`config.mk`:
```
export PLATFORM = sky130hd
export DESIGN_NAME = mux_sel_rr
export DESIGN_NICKNAME = d
export VERILOG_FILES = /design/src/rtl/mux_pkg.sv /design/src/rtl/rr_arbiter.sv /design/src/rtl/mux_sel_rr.sv
export SDC_FILE = /design/constraint.sdc
export NUM_CORES = 1
export LEC_CHECK = 0
export BUFFER_PORTS_ARGS = -buffer_cell sky130_fd_sc_hd__buf_2
export CAP_MARGIN = 20
export CORE_MARGIN = 2
export CORE_UTILIZATION = 40
export DETAILED_ROUTE_END_ITERATION = 8
export GPL_ROUTABILITY_DRIVEN = 0
export GPL_TIMING_DRIVEN = 0
export PLACE_DENSITY = 0.82
export SETUP_SLACK_MARGIN = 0.3
export SLEW_MARGIN = 20
export SYNTH_ARGS = -nofsm -noshare
export SYNTH_HDL_FRONTEND = slang
export SYNTH_SLANG_ARGS = --single-unit
```
`constraint.sdc`:
```
create_clock -name clk -period 7.73 [get_ports clk]
set_input_delay 1.546 -clock clk [delete_from_list [all_inputs] [get_ports clk]]
set_output_delay 1.546 -clock clk [all_outputs]
set_load 0.01 [all_outputs]
```
`src/rtl/mux_pkg.sv`:
```
// -----------------------------------------------------------------------------
// mux_pkg
// Shared constants for the mux_sel_rr channel selector.
//   MODE_FIXED : value of the mode input that selects the channel given by sel
//   MODE_RR    : value of the mode input that selects circular round-robin
// -----------------------------------------------------------------------------
package mux_pkg;

    localparam logic MODE_FIXED = 1'b0;
    localparam logic MODE_RR    = 1'b1;

endpackage : mux_pkg

```
`src/rtl/rr_arbiter.sv`:
```
// -----------------------------------------------------------------------------
// rr_arbiter
// Purely combinational circular priority search. Starting at channel ptr, it
// returns the first requesting channel in the order
// ptr, ptr+1, ..., CH-1, 0, ..., ptr-1.
//
// Parameters:
//   CH      : number of request lines (2..16, need not be a power of two)
//   SELW    : width of channel indices
// Ports:
//   req     : in  [CH-1:0]   per-channel request
//   ptr     : in  [SELW-1:0] highest-priority channel (must be < CH)
//   gnt_vld : out            at least one request present
//   gnt_idx : out [SELW-1:0] granted channel (0 when gnt_vld=0)
// -----------------------------------------------------------------------------
module rr_arbiter #(
    parameter int CH   = 4,
    parameter int SELW = $clog2(CH)
) (
    input  logic [CH-1:0]   req,
    input  logic [SELW-1:0] ptr,
    output logic            gnt_vld,
    output logic [SELW-1:0] gnt_idx
);

    // cand_idx[k] is the channel examined at search step k.
    logic [SELW-1:0] cand_idx [CH];
    logic [CH-1:0]   cand_req;

    genvar gi;
    generate
        for (gi = 0; gi < CH; gi++) begin : g_cand
            // One extra bit so ptr+k cannot overflow before the modulo step.
            logic [SELW:0] sum;
            assign sum          = {1'b0, ptr} + (SELW+1)'(gi);
            // ptr < CH and k < CH, so a single subtraction is a full modulo.
            assign cand_idx[gi] = (sum >= (SELW+1)'(CH)) ? SELW'(sum - (SELW+1)'(CH))
                                                         : sum[SELW-1:0];
            assign cand_req[gi] = req[cand_idx[gi]];
        end
    endgenerate

    // Walk from the last step back to step 0 so the earliest step wins.
    always_comb begin
        gnt_vld = 1'b0;
        gnt_idx = '0;
        for (int k = CH - 1; k >= 0; k--) begin
            if (cand_req[k]) begin
                gnt_vld = 1'b1;
                gnt_idx = cand_idx[k];
            end
        end
    end

endmodule : rr_arbiter

```
`src/rtl/mux_sel_rr.sv`:
```
// -----------------------------------------------------------------------------
// mux_sel_rr
// Selects one of CH valid/ready input channels into a single registered
// output stage. mode=0 takes the channel given by sel; mode=1 serves channels
// round-robin starting after the last served channel.
//
// Parameters:
//   WIDTH : data bits per channel
//   CH    : input channel count (2..16)
//   SELW  : channel index width
// Ports:
//   clk      : in                 clock, rising edge
//   rst_n    : in                 asynchronous active-low reset
//   mode     : in                 0 fixed select, 1 round-robin
//   sel      : in  [SELW-1:0]     channel used in fixed mode (>= CH grants none)
//   din      : in  [CH*WIDTH-1:0] channel i at [i*WIDTH +: WIDTH]
//   din_vld  : in  [CH-1:0]       per-channel valid
//   din_rdy  : out [CH-1:0]       per-channel ready (combinational, one-hot/zero)
//   dout     : out [WIDTH-1:0]    registered selected data
//   dout_vld : out                dout holds an unconsumed beat
//   dout_ch  : out [SELW-1:0]     source channel of dout
//   dout_rdy : in                 downstream accepts dout
// -----------------------------------------------------------------------------
module mux_sel_rr
    import mux_pkg::*;
#(
    parameter int WIDTH = 8,
    parameter int CH    = 4,
    parameter int SELW  = $clog2(CH)
) (
    input  logic                clk,
    input  logic                rst_n,
    input  logic                mode,
    input  logic [SELW-1:0]     sel,
    input  logic [CH*WIDTH-1:0] din,
    input  logic [CH-1:0]       din_vld,
    output logic [CH-1:0]       din_rdy,
    output logic [WIDTH-1:0]    dout,
    output logic                dout_vld,
    output logic [SELW-1:0]     dout_ch,
    input  logic                dout_rdy
);

    logic [WIDTH-1:0] dout_reg;
    logic             dout_vld_reg;
    logic [SELW-1:0]  dout_ch_reg;
    logic [SELW-1:0]  ptr_reg;
    logic [SELW-1:0]  ptr_next;

    logic             load_en;
    logic             rr_vld;
    logic [SELW-1:0]  rr_idx;
    logic             fix_vld;
    logic             gnt_vld;
    logic [SELW-1:0]  gnt_idx;
    logic [WIDTH-1:0] gnt_data;
    logic             transfer;

    // The output stage can take a new beat when empty or being drained.
    assign load_en = !dout_vld_reg || dout_rdy;

    rr_arbiter #(
        .CH   (CH),
        .SELW (SELW)
    ) u_rr_arbiter (
        .req     (din_vld),
        .ptr     (ptr_reg),
        .gnt_vld (rr_vld),
        .gnt_idx (rr_idx)
    );

    // Fixed mode: an out-of-range sel matches no channel and grants nothing.
    always_comb begin
        fix_vld = 1'b0;
        for (int i = 0; i < CH; i++) begin
            if ((sel == SELW'(i)) && din_vld[i]) begin
                fix_vld = 1'b1;
            end
        end
    end

    assign gnt_vld = (mode == MODE_RR) ? rr_vld : fix_vld;
    assign gnt_idx = (mode == MODE_RR) ? rr_idx : sel;

    // Ready is also held low during reset so no beat is accepted upstream.
    genvar gi;
    generate
        for (gi = 0; gi < CH; gi++) begin : g_rdy
            assign din_rdy[gi] = rst_n && load_en && gnt_vld && (gnt_idx == SELW'(gi));
        end
    endgenerate

    always_comb begin
        gnt_data = '0;
        for (int i = 0; i < CH; i++) begin
            if (gnt_idx == SELW'(i)) begin
                gnt_data = din[i*WIDTH +: WIDTH];
            end
        end
    end

    assign transfer = |(din_vld & din_rdy);

    // Pointer moves to the channel after the one just served, wrapping at CH-1
    // so it never leaves 0..CH-1 for non-power-of-two CH.
    assign ptr_next = (gnt_idx == SELW'(CH - 1)) ? '0 : gnt_idx + SELW'(1);

    always_ff @(posedge clk or negedge rst_n) begin
        if (!rst_n) begin
            dout_reg     <= '0;
            dout_ch_reg  <= '0;
            dout_vld_reg <= 1'b0;
            ptr_reg      <= '0;
        end else begin
            if (transfer) begin
                dout_reg     <= gnt_data;
                dout_ch_reg  <= gnt_idx;
                dout_vld_reg <= 1'b1;
                if (mode == MODE_RR) begin
                    ptr_reg <= ptr_next;
                end
            end else if (dout_rdy) begin
                dout_vld_reg <= 1'b0;
            end
        end
    end

    assign dout     = dout_reg;
    assign dout_ch  = dout_ch_reg;
    assign dout_vld = dout_vld_reg;

endmodule : mux_sel_rr

```
# Yosys cells after proc, flatten, opt, wreduce, memory -nomap -nowiden
# Index checks and enable logic that the tools add are counted.
[totals]
regBits = 13
inputBits = 42
output_inout_bits = 15
word_cells = 77
[op_classes]
addsub = 8
magnitude_cmp = 8
eq_ne = 6
mux = 33
bitwise = 1
n_reduce_logical = 17
[op_table]
columns = ["cell", "count"]
rows = [
  ["$mux 8", 4],
  ["$mux 2", 10],
  ["$mux 1", 15],
  ["$lt 2x3->1 const B", 4],
  ["$logic_and 1x1->1", 10],
  ["$ge 3x3->1 const B", 3],
  ["$bmux 1 s2", 4],
  ["$eq 2x2->1 const B", 4],
  ["$sub 2x1->2 const B", 4],
  ["$add 2x2->3 const B", 2],
  ["$and 4x4->4", 1],
  ["$eq 2x1->1 const B", 2],
  ["$logic_not 2->1", 2],
  ["$reduce_or 4->1", 1],
  ["$add 2x1->3 const B", 1],
  ["$ge 2x3->1 const B", 1],
  ["$add 2x1->2 const B", 1],
  ["$reduce_and 2->1", 1],
  ["$reduce_bool 2->1", 1],
  ["$logic_not 1->1", 1],
  ["$logic_or 1x1->1", 1],
]

# Longest topological paths before layout
[logic_depth]
depth_word = 15
ltp_mapped = 11
depth_no_buf = 9

# Cells and area by module
# A second synthesis with hierarchy kept.
[unflattened]
hier_cells = 107
hier_area_um2 = 1032.2
[by_module_without_submodules]
columns = ["mod", "n_inst", "cells_per_inst", "area_each_um2", "seq_area_each_um2"]
rows = [
  ["mux_sel_rr", 1, 94, 954.7, 325.3],
  ["rr_arbiter", 1, 13, 77.6, 0.0],
]

# Worst setup path after synthesis
# No wires, ideal clock.
[synth_path]
kind = "input-to-output"
startpoint = "in din_vld[3]"
endpoint = "out din_rdy[3]"
arrival_time_ps = 3155
required_time_ps = 6184
slack_ps = 3029
stages = 7
n_path_buf = 2
path_cell_list = "nand2b_1 > a21boi_0 > o41ai_1 > ha_1 > buf_2 > dlygate4sd1_1 > and2_1"
[synth_between]
elab_chain_len = 9
word_cells_on_any_way = 23
[synth_lines]
columns = ["item", "line_no", "rtl"]
rows = [
  ["start: declaration", "mux_sel_rr.sv:36", "input logic [CH-1:0] din_vld,"],
  ["$bmux 1 s2", "rr_arbiter.sv:39", "assign cand_req[gi] = req[cand_idx[gi]];"],
  ["$mux 1 (implied by the code)", "rr_arbiter.sv:39", ""],
  ["$mux 2 (3 in a row)", "rr_arbiter.sv:48", "if (cand_req[k]) begin"],
  ["$mux 2 (*)", "rr_arbiter.sv:48", ""],
  ["$mux 2 (*)", "mux_sel_rr.sv:83", "assign gnt_idx = (mode == MODE_RR) ? rr_idx : sel;"],
  ["named net gnt_idx[1]", "mux_sel_rr.sv:55", "logic [SELW-1:0] gnt_idx;"],
  ["$eq 2x2->1 (*)", "mux_sel_rr.sv:89", "assign din_rdy[gi] = rst_n && load_en && gnt_vld && (gnt_idx == SELW'(gi));"],
  ["$logic_and 1x1->1 (*)", "mux_sel_rr.sv:89", ""],
  ["end: declaration", "mux_sel_rr.sv:37", "output logic [CH-1:0] din_rdy,"],
]
# Mark *: on every way through the listed nets, which the timed path passes. The rest lies on a longest branch. The select of a mux whose other input is x is not followed.

# Final worst setup path
[layout_path]
startpoint = "in din_vld[3]"
endpoint = "out din_rdy[2]"
# The elaborated chain is that of the path after synthesis.

==> flow_results.org <==
** Status
- The run finished with clean final reports.

** Synth
- Synthesis inferred 13 register bits.
- Yosys mapped the design onto 32 distinct sky130hd cell types.
- For this run, the number of Yosys warnings is 0.
- Summing every instance area after synthesis gives 1070 sq um.
- Sequential fraction of the synthesis area :: 30.4%
- Average footprint of a synthesized cell :: 10.2 sq um
- Synthesized instance count :: 105
- Syn nets :: 151

** CTS
- CTS tree :: yes
- The tree built by TritonCTS fans out to 13 sinks.
- The number of gates resized after CTS was 0.
- Clock Tree Root :: sky130_fd_sc_hd__clkbuf_4
- After clock tree synthesis, the setup repair step added 0 buffers.
- The clock passes through at most 2 buffers.
- Clock latency on the worst-skew pair, taken at its later pin, is 0.29 ns.
- Number of hold buffers added after cts :: 0
- H-Tree Level Count :: 1
- Counting the buffers created by CTS gives 3.
- Clock transition at path regs :: 0.09 ns

** Global routing
- The via count of the first global-routing pass is 1098.
- Global routing consumed, over all layers together, 20.3% of the routing resources.
- Initial antenna violation count :: 0
- Total global routing overflow :: 0
- The first global-routing pass estimated 5160 um of wire.
- Largest net degree at the start of global routing :: 15

** Critical path
- Worst path arrival time :: 3.90 ns
- Data on the critical path is required at its endpoint by 6.18 ns.
- For the worst flop-to-flop path, the logic depth is 11.
- The critical path goes through buf_2 > nand2b_1 > a21boi_0 > o41ai_1 > ha_1 > clkbuf_1 > clkbuf_1 > and2_1 > buf_2.
- In this run the critical register-to-register path is launched from ptr_reg[1].
- Register-to-register setup slack :: 4.43 ns
- R2r endpoint :: dout[3]
- Largest fanout on the critical path :: 10
- Critical path endpoint category :: primary output
- On the critical path, the stage with the largest delay is an instance of sky130_fd_sc_hd__o41ai_1.
- Stage delay of the slowest cell on the critical path :: 0.65 ns
- The worst setup path is launched from a primary input.
- Critical path type :: in -> out

** Floorplanning
- After floorplanning, the core was divided into 18 placement rows.
- Core Region :: 2500 sq um
- Ports placed on the boundary :: 57
- In this run the horizontal extent of the chip is 55.7 um.
- The die covers 3100 sq um.
- The initial utilization of the core area, before any placement, comes to 42.8%.
- The die is 55.7 um tall.

** Worst hold path
- Along the worst hold path, the cell count comes to 1.
- Min-delay worst type :: reg -> reg
- Worst Hold Endpoint :: dout[5]
- Hold path start :: dout[5]

** Power
- Net switching is 38.5% of the power.
- For this design the ratio of total power to cell area is 256 nW/um^2.
- For this design the static power due to leakage is 0.000706 uW.
- Combinational logic is responsible for 54.1% of the overall power.
- Across the VDD grid, the largest voltage drop is 0.155 mV.
- The analysis attributes to net switching a power of 139 uW.
- Sequential cells burn 33.4% of the power.
- Per report_power, the clock group accounts for 12.5% of the total.
- Cell internal power dissipation :: 223 uW

** STA
- Setup repair after global routing left no endpoint under its margin.
- Final hold vios :: 0
- Number of failing setup endpoints in the final timing report :: 0
- After routing, the total negative slack on setup checks comes to 0 ns.
- The count of final max-slew check failures was 0.
- For the finished layout, the period the worst path requires is 5.45 ns.
- Highest attainable clock frequency :: 183 MHz
- Worst-margin pin slew :: 0.690 ns
- On the final layout, the worst clock skew is 0.0101 ns.
- Measured against its own limit, the worst slew margin works out to 53.4%.
- The final critical path takes up 70.5% of the cycle.

** Finish
- Summing all flip-flop and latch instances after layout gives 325 sq um.
- Layout net count :: 212
- Fraction of layout instances using a drive strength above 1 :: 46.7%
- Final standard cell area without fillers :: 1410 sq um
- The repair_antennas step left the layout with diodes totalling 0.
- From synthesis to final layout, the design area changed by 32.2%.
- Summing all multi-input logic gate instances after layout gives 676 sq um.
- The register with the most flip-flops in the layout has 8 of them.
- Filler Cells Inserted :: 234

** Flow run
- The tool flagged a number of max-cap violations equal to 0.

** Detailed routing
- The routed layout has 1102 vias.
- The first detailed-routing pass ran for 4 iterations.
- The routed design has 3060 um of wire.
- DRT antenna net count :: 0
- The first routing iteration left 46 violations.
- After detailed routing, the number of vias per cell comes to 5.65.
- Dividing the detail-routed wire length by the instance count gives 15.7 um.
- Drc violations :: 0

** Placed design
- Post-placement cell area :: 1390 sq um
- The count of buffers added on input and output ports is 56.
- Final HPWL DP :: 2260 um
metal layers:
layer / GRT usage (%) / wire length [um] / vias up
li1: - / - / 513
met1: 27.2 / 1280 / 517
met2: 33.0 / 1490 / 61
met3: 4.65 / 241 / 11
met4: 5.23 / 44 / 0
met5: 0 / 0 / -
placed cells by master (no fill, tap or decap), types with 5 or more instances in the layout:
| cell | count |
|---|---|
| sky130_fd_sc_hd__nor2b_1 | 9 |
| sky130_fd_sc_hd__nand2_1 | 10 |
| sky130_fd_sc_hd__inv_1 | 5 |
| sky130_fd_sc_hd__o31ai_1 | 9 |
| sky130_fd_sc_hd__a221oi_1 | 9 |
| sky130_fd_sc_hd__mux2_4 | 9 |
| sky130_fd_sc_hd__dfrtp_1 | 13 |
| sky130_fd_sc_hd__buf_2 | 57 |
final cells by class:
type | count | area share (%)
multi-input cells | 80 | 47.8
flip-flops and latches | 13 | 23.0
repair buffers | 56 | 19.8
plain buffers | 7 | 3.54
well taps | 30 | 2.65
clock buffers | 4 | 1.86
inverters | 5 | 1.33
synthesized netlist by cell type:
master	n	area share, %
sky130_fd_sc_hd__dfrtp_1	13	30
sky130_fd_sc_hd__o31ai_1	9	6.3
sky130_fd_sc_hd__o221ai_4	1	2.5
sky130_fd_sc_hd__nand2_1	10	3.5
sky130_fd_sc_hd__a221oi_1	9	7.4
sky130_fd_sc_hd__o41ai_1	1	0.82
sky130_fd_sc_hd__clkbuf_8	1	1.3
sky130_fd_sc_hd__or4b_4	1	1.3
sky130_fd_sc_hd__mux2_4	9	13
sky130_fd_sc_hd__dlygate4sd1_1	1	0.82
sky130_fd_sc_hd__a22o_2	1	0.94
sky130_fd_sc_hd__nor2b_1	9	5.3
sky130_fd_sc_hd__buf_6	1	1.1
sky130_fd_sc_hd__buf_2	1	0.47
sky130_fd_sc_hd__and2_1	4	2.3
sky130_fd_sc_hd__ha_1	4	4.7
sky130_fd_sc_hd__mux2i_1	4	3.7
sky130_fd_sc_hd__o21bai_1	1	0.70
sky130_fd_sc_hd__a21boi_0	1	0.70
sky130_fd_sc_hd__nor3_2	1	0.94
sky130_fd_sc_hd__a32o_1	1	0.94
sky130_fd_sc_hd__nand3_1	1	0.47
sky130_fd_sc_hd__and2b_1	1	0.70
sky130_fd_sc_hd__a22o_1	1	0.82
sky130_fd_sc_hd__nor2_1	3	1.1
sky130_fd_sc_hd__clkbuf_1	3	1.1
sky130_fd_sc_hd__mux2_2	2	2.1
sky130_fd_sc_hd__nor4_1	1	0.59
sky130_fd_sc_hd__nand2b_1	2	1.2
sky130_fd_sc_hd__nor3b_1	1	0.70
sky130_fd_sc_hd__a21oi_1	2	0.94
sky130_fd_sc_hd__inv_1	5	1.8
cell families after synthesis:
group	Yosys count	share of synthesized area, %
and+or+nand+nor	34	18.0
AOI/OAI and AO/OA	27	22.0
muxes	15	18.5
DFF	13	30.4
buffers and inverters	12	6.43
adders and majority gates	4	4.68
power by group through the flow:
stage | Sequential (uW) | Combinational (uW) | Clock [uW]
4_1_cts | 120 | 197 | 46.6
3_3_place_gp | 119 | 189 | 0
6_report | 121 | 196 | 45.2
5_1_grt | 125 | 212 | 50.0
2_1_floorplan | 132 | 117 | 0
3_5_place_dp | 121 | 195 | 0
critical path: cells and delay by family:
kind	cells	cell delay (ns)
AO/OA/AOI/OAI	2	0.74
AND/OR/NAND/NOR	2	0.30
adder cells (fa/ha/maj)	1	0.26
buffers and inverters	4	1.04
stage by stage:
step | std cells | util (%) | total power [uW] | hold WS [ns] | setup slack, ns
floorplan | 105 | - | 249 | 0.551 | 3.03
global placement | 191 | 55.5 | 308 | 0.486 | 2.40
detailed placement | 191 | 55.5 | 316 | 0.488 | 2.35
CTS | 195 | 56.6 | 364 | 0.511 | 2.33
global route | 195 | 56.6 | 387 | 0.518 | 2.11
finish | 195 | 56.6 | 362 | 0.511 | 2.28
worst max path at each step:
stage            endpoint  slack, ns  startpoint
2_1_floorplan  din_rdy[3]       3.03  din_vld[3]
3_3_place_gp   din_rdy[2]       2.40  din_vld[3]
3_5_place_dp   din_rdy[2]       2.35  din_vld[3]
4_1_cts        din_rdy[2]       2.33  din_vld[3]
5_1_grt        din_rdy[2]       2.11  din_vld[3]
6_report       din_rdy[2]       2.28  din_vld[3]
(Power assumes the default switching activity.)
